<file path="src/rtl/wb_pkg.sv">
// Shared types and load-extension helper for the writeback stage.
// Widths here fix the layout of a buffered writeback entry.
package wb_pkg;

  localparam int WB_DATA_W     = 32;
  localparam int WB_REG_ADDR_W = 6;

  localparam logic [2:0] LT_WORD   = 3'd0;
  localparam logic [2:0] LT_BYTE_S = 3'd1;
  localparam logic [2:0] LT_BYTE_U = 3'd2;
  localparam logic [2:0] LT_HALF_S = 3'd3;
  localparam logic [2:0] LT_HALF_U = 3'd4;

  typedef struct packed {
    logic                     regwrite;
    logic [WB_REG_ADDR_W-1:0] dest;
    logic [WB_DATA_W-1:0]     data;
  } wb_entry_t;

  // Big-endian lane select: byte k lives at word[31-8k -: 8].
  function automatic logic [WB_DATA_W-1:0] extend(
    input logic [2:0]           load_type,
    input logic [1:0]           addr_lo,
    input logic [WB_DATA_W-1:0] word
  );
    logic signed [7:0]           byte_s;
    logic signed [15:0]          half_s;
    logic signed [WB_DATA_W-1:0] byte_x;
    logic signed [WB_DATA_W-1:0] half_x;
    logic [WB_DATA_W-1:0]        result;

    unique case (addr_lo)
      2'd0:    byte_s = word[31:24];
      2'd1:    byte_s = word[23:16];
      2'd2:    byte_s = word[15:8];
      default: byte_s = word[7:0];
    endcase
    half_s = addr_lo[1] ? word[15:0] : word[31:16];
    byte_x = byte_s;
    half_x = half_s;

    unique case (load_type)
      LT_BYTE_S: result = byte_x;
      LT_BYTE_U: result = {24'd0, byte_s};
      LT_HALF_S: result = half_x;
      LT_HALF_U: result = {16'd0, half_s};
      default:   result = word;
    endcase
    return result;
  endfunction

endpackage

</file>
<file path="src/rtl/wb_skid_fifo.sv">
// Two-entry FIFO buffering completed instructions ahead of the register file.
// Storage carries no reset; only pointers and occupancy are cleared.
module wb_skid_fifo
  import wb_pkg::*;
#(
  parameter int DEPTH = 2,
  parameter int CNT_W = $clog2(DEPTH + 1)
) (
  input  logic             clk,
  input  logic             rst_n,
  input  logic             push,
  input  logic             pop,
  input  wb_entry_t        wr_entry,
  output wb_entry_t        head,
  output logic [CNT_W-1:0] count,
  output logic             full,
  output logic             empty
);

  localparam int PTR_W = $clog2(DEPTH);

  wb_entry_t        mem [DEPTH];
  logic [PTR_W-1:0] wr_ptr;
  logic [PTR_W-1:0] rd_ptr;
  logic [CNT_W-1:0] count_q;

  always_ff @(posedge clk) begin
    if (!rst_n) begin
      wr_ptr  <= '0;
      rd_ptr  <= '0;
      count_q <= '0;
    end else begin
      if (push) wr_ptr <= wr_ptr + PTR_W'(1);
      if (pop)  rd_ptr <= rd_ptr + PTR_W'(1);
      unique case ({push, pop})
        2'b10:   count_q <= count_q + CNT_W'(1);
        2'b01:   count_q <= count_q - CNT_W'(1);
        default: count_q <= count_q;
      endcase
    end
  end

  always_ff @(posedge clk) begin
    if (push) mem[wr_ptr] <= wr_entry;
  end

  assign head  = mem[rd_ptr];
  assign count = count_q;
  assign full  = (count_q == CNT_W'(DEPTH));
  assign empty = (count_q == '0);

endmodule

</file>
<file path="src/rtl/wb_writeback_stage.sv">
// Writeback stage: buffers MEM results, extends load data, and drives the
// register file write port one cycle after an entry reaches the FIFO head.
module wb_writeback_stage
  import wb_pkg::*;
#(
  parameter int DATA_W     = WB_DATA_W,
  parameter int REG_ADDR_W = WB_REG_ADDR_W,
  parameter int DEPTH      = 2
) (
  input  logic                  clk,
  input  logic                  rst_n,
  input  logic                  in_valid,
  output logic                  in_ready,
  input  logic                  in_regwrite,
  input  logic                  in_memtoreg,
  input  logic [2:0]            in_load_type,
  input  logic [1:0]            in_addr_lo,
  input  logic [REG_ADDR_W-1:0] in_dest,
  input  logic [DATA_W-1:0]     in_alu_result,
  input  logic [DATA_W-1:0]     in_mem_data,
  input  logic                  wb_hold,
  output logic                  regwrite,
  output logic [REG_ADDR_W-1:0] write_reg,
  output logic [DATA_W-1:0]     write_data,
  output logic                  fwd_valid,
  output logic [REG_ADDR_W-1:0] fwd_reg,
  output logic [DATA_W-1:0]     fwd_data,
  output logic [31:0]           retire_count
);

  localparam int CNT_W = $clog2(DEPTH + 1);

  wb_entry_t        entry_p0;
  wb_entry_t        head_p0;
  logic [CNT_W-1:0] count;
  logic             full;
  logic             empty;
  logic             push;
  logic             pop;

  logic                  regwrite_p1;
  logic [REG_ADDR_W-1:0] write_reg_p1;
  logic [DATA_W-1:0]     write_data_p1;
  logic [31:0]           retire_cnt_p1;

  // ---- stage p0: final data is resolved before it enters the FIFO ----
  always_comb begin
    entry_p0          = '0;
    entry_p0.regwrite = in_regwrite;
    entry_p0.dest     = in_dest;
    entry_p0.data     = in_memtoreg ? extend(in_load_type, in_addr_lo, in_mem_data)
                                    : in_alu_result;
  end

  // in_ready looks only at registered occupancy and reset, never at in_valid/wb_hold.
  assign in_ready = !full && rst_n;
  assign push     = in_valid && in_ready;
  assign pop      = !empty && !wb_hold;

  wb_skid_fifo #(
    .DEPTH (DEPTH),
    .CNT_W (CNT_W)
  ) u_fifo (
    .clk      (clk),
    .rst_n    (rst_n),
    .push     (push),
    .pop      (pop),
    .wr_entry (entry_p0),
    .head     (head_p0),
    .count    (count),
    .full     (full),
    .empty    (empty)
  );

  assign fwd_valid = !empty && head_p0.regwrite && (head_p0.dest != '0);
  assign fwd_reg   = head_p0.dest;
  assign fwd_data  = head_p0.data;

  // ---- stage p1: registered register-file write command ----
  always_ff @(posedge clk) begin
    if (!rst_n) begin
      regwrite_p1   <= 1'b0;
      write_reg_p1  <= '0;
      write_data_p1 <= '0;
      retire_cnt_p1 <= '0;
    end else if (pop) begin
      regwrite_p1   <= head_p0.regwrite && (head_p0.dest != '0);
      write_reg_p1  <= head_p0.dest;
      write_data_p1 <= head_p0.data;
      retire_cnt_p1 <= retire_cnt_p1 + 32'd1;
    end else begin
      regwrite_p1   <= 1'b0;
    end
  end

  assign regwrite     = regwrite_p1;
  assign write_reg    = write_reg_p1;
  assign write_data   = write_data_p1;
  assign retire_count = retire_cnt_p1;

endmodule

</file>
<file path="config.mk">
export PLATFORM = sky130hd
export DESIGN_NAME = wb_writeback_stage
export DESIGN_NICKNAME = d
export VERILOG_FILES = /design/src/rtl/wb_pkg.sv /design/src/rtl/wb_skid_fifo.sv /design/src/rtl/wb_writeback_stage.sv
export SDC_FILE = /design/constraint.sdc
export NUM_CORES = 1
export LEC_CHECK = 0
export ABC_AREA = 1
export CORE_UTILIZATION = 53
export DETAILED_ROUTE_END_ITERATION = 10
export PLACE_DENSITY = 0.91
export SLEW_MARGIN = 40
export SYNTH_ARGS = -nofsm -noshare
export SYNTH_HDL_FRONTEND = slang
export SYNTH_HIERARCHICAL = 1
export SYNTH_SLANG_ARGS = --single-unit
</file>
<file path="constraint.sdc">
create_clock -name clk -period 8.3 [get_ports clk]
set_input_delay 2.075 -clock clk [delete_from_list [all_inputs] [get_ports clk]]
set_output_delay 2.075 -clock clk [all_outputs]
set_load 0.02 [all_outputs]
</file>
==> results.md <==
* Status: finished, final reports clean
* Core area at 13500 µm²
* Critical path class: in2out
* Drt total wl at 19.9 mm
* Endpoint class of the critical path: output port
* Total Routing Usage GR at 0.278
* Mapped Nets at 929
* Initial core utilization at 0.552
* Yosys warning count at 6
* Post-layout util at 0.744
* Synthesized area per cell at 8.79 µm²
* Max FO, Critical Path at 68
* Syn Inst Count at 846
* Peak Freq at 0.166 GHz
* Worst R2R Start: u_fifo/count[0]
* Worst slew margin at 0.564
* Min-Delay Path Class: reg2reg
* Unrepaired setup endpoints after global routing: no
* Post-DP HPWL at 13.9 mm
* Max reg flops at 78
* Synth-to-Final Area Change at 34.7%
* CP Data Arrival Time at 3.95 ns
* CTS tree: yes
* Maxcap violations at 0
* Hold buffer count at CTS at 0
* Post-CTS Setup Bufs at 0
* EDFF count, synth at 78
* Hold Violations, Final at 0
* Placer Congestion at 0.965
* H-tree depth at 4
* Count leader, synth: nor2_1
* Slew @ Worst Pin at 0.654 ns
* Post-cts sizing count at 0
* Fin. max-slew vios at 0
* R2R setup slack at 6.03 ns
* Clk pin slew, worst setup/hold paths at 0.06 ns
* Rows at 42
* ANT cells at 0
* Post-layout nets at 1110
* Setup-failing EPs final at 0
* Max Clock Skew at 0.0128 ns
* First-pass detailed-route iteration total at 5
* Hold path depth at 2
* Overall power at 0.00216 W
* First-pass GRT wire length at 30.9 mm
* Die ar. at 14500 µm²
* Dpl ws at 2.26 ns
* Chip Width at 120 µm
* Critical Path RT at 6.23 ns
* Post-route setup TNS at 0 ns
* Reg2reg path depth at 5
* PortBufs at 191
* CP Launch Type: input port
* Mapped cell area at 7430 µm²
* Post-synth top area share at 0.315
* Fillers at 943
* Global route overflow at 0
* RR Endpoint: u_fifo/mem[0][32]
* Largest net degree at the start of global routing at 69
* Seq/Total Area, Yosys at 0.520
* IO Pins at 192
* Final period utilization at 0.726
* Worst hold margin at 0.479 ns
* Die Span Y at 120 µm
* Yosys top cell by area: edfxtp_1
* Biggest register: u_fifo/mem
* Vias in the first global route at 6409
* Number of buffers created by CTS at 17
* Root buffer cell: clkbuf_16
* Leakage at 3.74 nW
* DRC errors left at 0
* Clk buf depth at 2
* Maximum vdd drop at 0.000164 V
* Top FF cell, synth: edfxtp_1
* Vias at 6730
* Crit path time final at 6.03 ns
* Vias per cell at 5.53
* Initial DRC Count at 596
* Post-synth ARST share at 0
* Routed Antenna Nets at 0
* Initial antenna violation count at 0
* WL/cell at 16.4 µm
* Layout cells sized above 1 at 0.120
* Min-Delay Endpoint: write_data[27]
* Clk sinks at 154
* Final worst slack at 2.27 ns
* Clk Latency, worst-skew pair at 0.42 ns
* Top cells by area, synth: edfxtp_1 32%, dfxtp_1 20%, nor2_1 8.5%, nand2_1 7.6%, mux2_2 4.4%
* Number of distinct library cells after synthesis at 41
* Pwr per Cell Area at 215 nW/µm²
* FF+latch count, synth at 154
* Hold Path Origin: write_data[27]
* Top post-synthesis cells by count: 168 x nor2_1, 150 x nand2_1, 78 x edfxtp_1
## area by class of cell
cell class                 instances  area [µm²]  area share
clock buffer                      17         425      0.0425
clock inverter                    15         173      0.0172
inverter                          76         290      0.0290
multi-input combinational        583        3110       0.310
sequential                       154        3870       0.386
tap                              176         220      0.0220
timing repair buffer             195        1930       0.193
## critical path: stages
cell and delay [ns]:
buf_2 0.07, buf_4 0.52, clkinv_1 0.43, nor2_1 0.22, clkdlybuf4s50_1 0.63
## metal layers
layer | vias up | wire, µm | GRT usage
met3 | 50 | 1630 | 0.0637
li1 | 3181 | - | -
met4 | 0 | 599 | 0.124
met5 | - | 0 | 0
met1 | 3127 | 8050 | 0.349
met2 | 372 | 9610 | 0.456
## per-stage QoR
stage	cell area (µm²)	instances
2_1_floorplan	7430	846
3_3_place_gp	9410	1184
3_5_place_dp	9420	1184
4_1_cts	10000	1216
5_1_grt	10000	1216
6_report	10000	1216
## power by group
group / internal [W] / switching [W]
registers: 0.000861 / 0.0000388
logic: 0.000215 / 0.000262
clock network: 0.000473 / 0.000308
total: 0.00155 / 0.000608
## logic make-up after synthesis
logic type / Yosys count / synth area share
AOI/OAI and AO/OA: 136 / 0.113
xor gates and xnor gates: 2 / 0.00236
adders and majority gates: 2 / 0.00337
buffers and inverters: 109 / 0.0638
DFF: 154 / 0.520
muxes: 39 / 0.0641
and+or+nand+nor: 404 / 0.233
## placed cells by master (no fill, tap or decap), types with 3 or more instances in the layout
master | Yosys | final
a21oi_1 | 54 | 54
a21oi_4 | 10 | 10
buf_4 | 2 | 4
bufinv_16 | 0 | 3
clkbuf_16 | 0 | 17
clkdlybuf4s50_1 | 0 | 189
clkinv_1 | 2 | 4
clkinvlp_4 | 0 | 4
dfxtp_1 | 76 | 75
edfxtp_1 | 78 | 78
inv_1 | 67 | 65
inv_2 | 6 | 7
inv_6 | 0 | 3
mux2_2 | 29 | 29
mux2_4 | 10 | 10
nand2_1 | 150 | 150
nand2_2 | 5 | 4
nand3_1 | 31 | 31
nand4_1 | 10 | 10
nor2_1 | 168 | 167
nor2_2 | 6 | 6
nor2_4 | 4 | 5
nor3_1 | 9 | 9
nor3b_1 | 4 | 4
o211ai_1 | 14 | 14
o21ai_0 | 48 | 48
o21ai_1 | 6 | 6
or2_2 | 9 | 9
## worst max-delay path by stage
stage / from / end / slack [ns] / cells after the start
after floorplan: rst_n / u_fifo/mem[0][0] / 3.24 / 5
after global placement: rst_n / in_ready / 2.28 / 5
after detailed placement: rst_n / in_ready / 2.26 / 5
after CTS: rst_n / in_ready / 2.25 / 5
after global routing: rst_n / in_ready / 2.14 / 5
final: rst_n / in_ready / 2.27 / 5
Note: power is estimated with default switching activity, not from simulation.
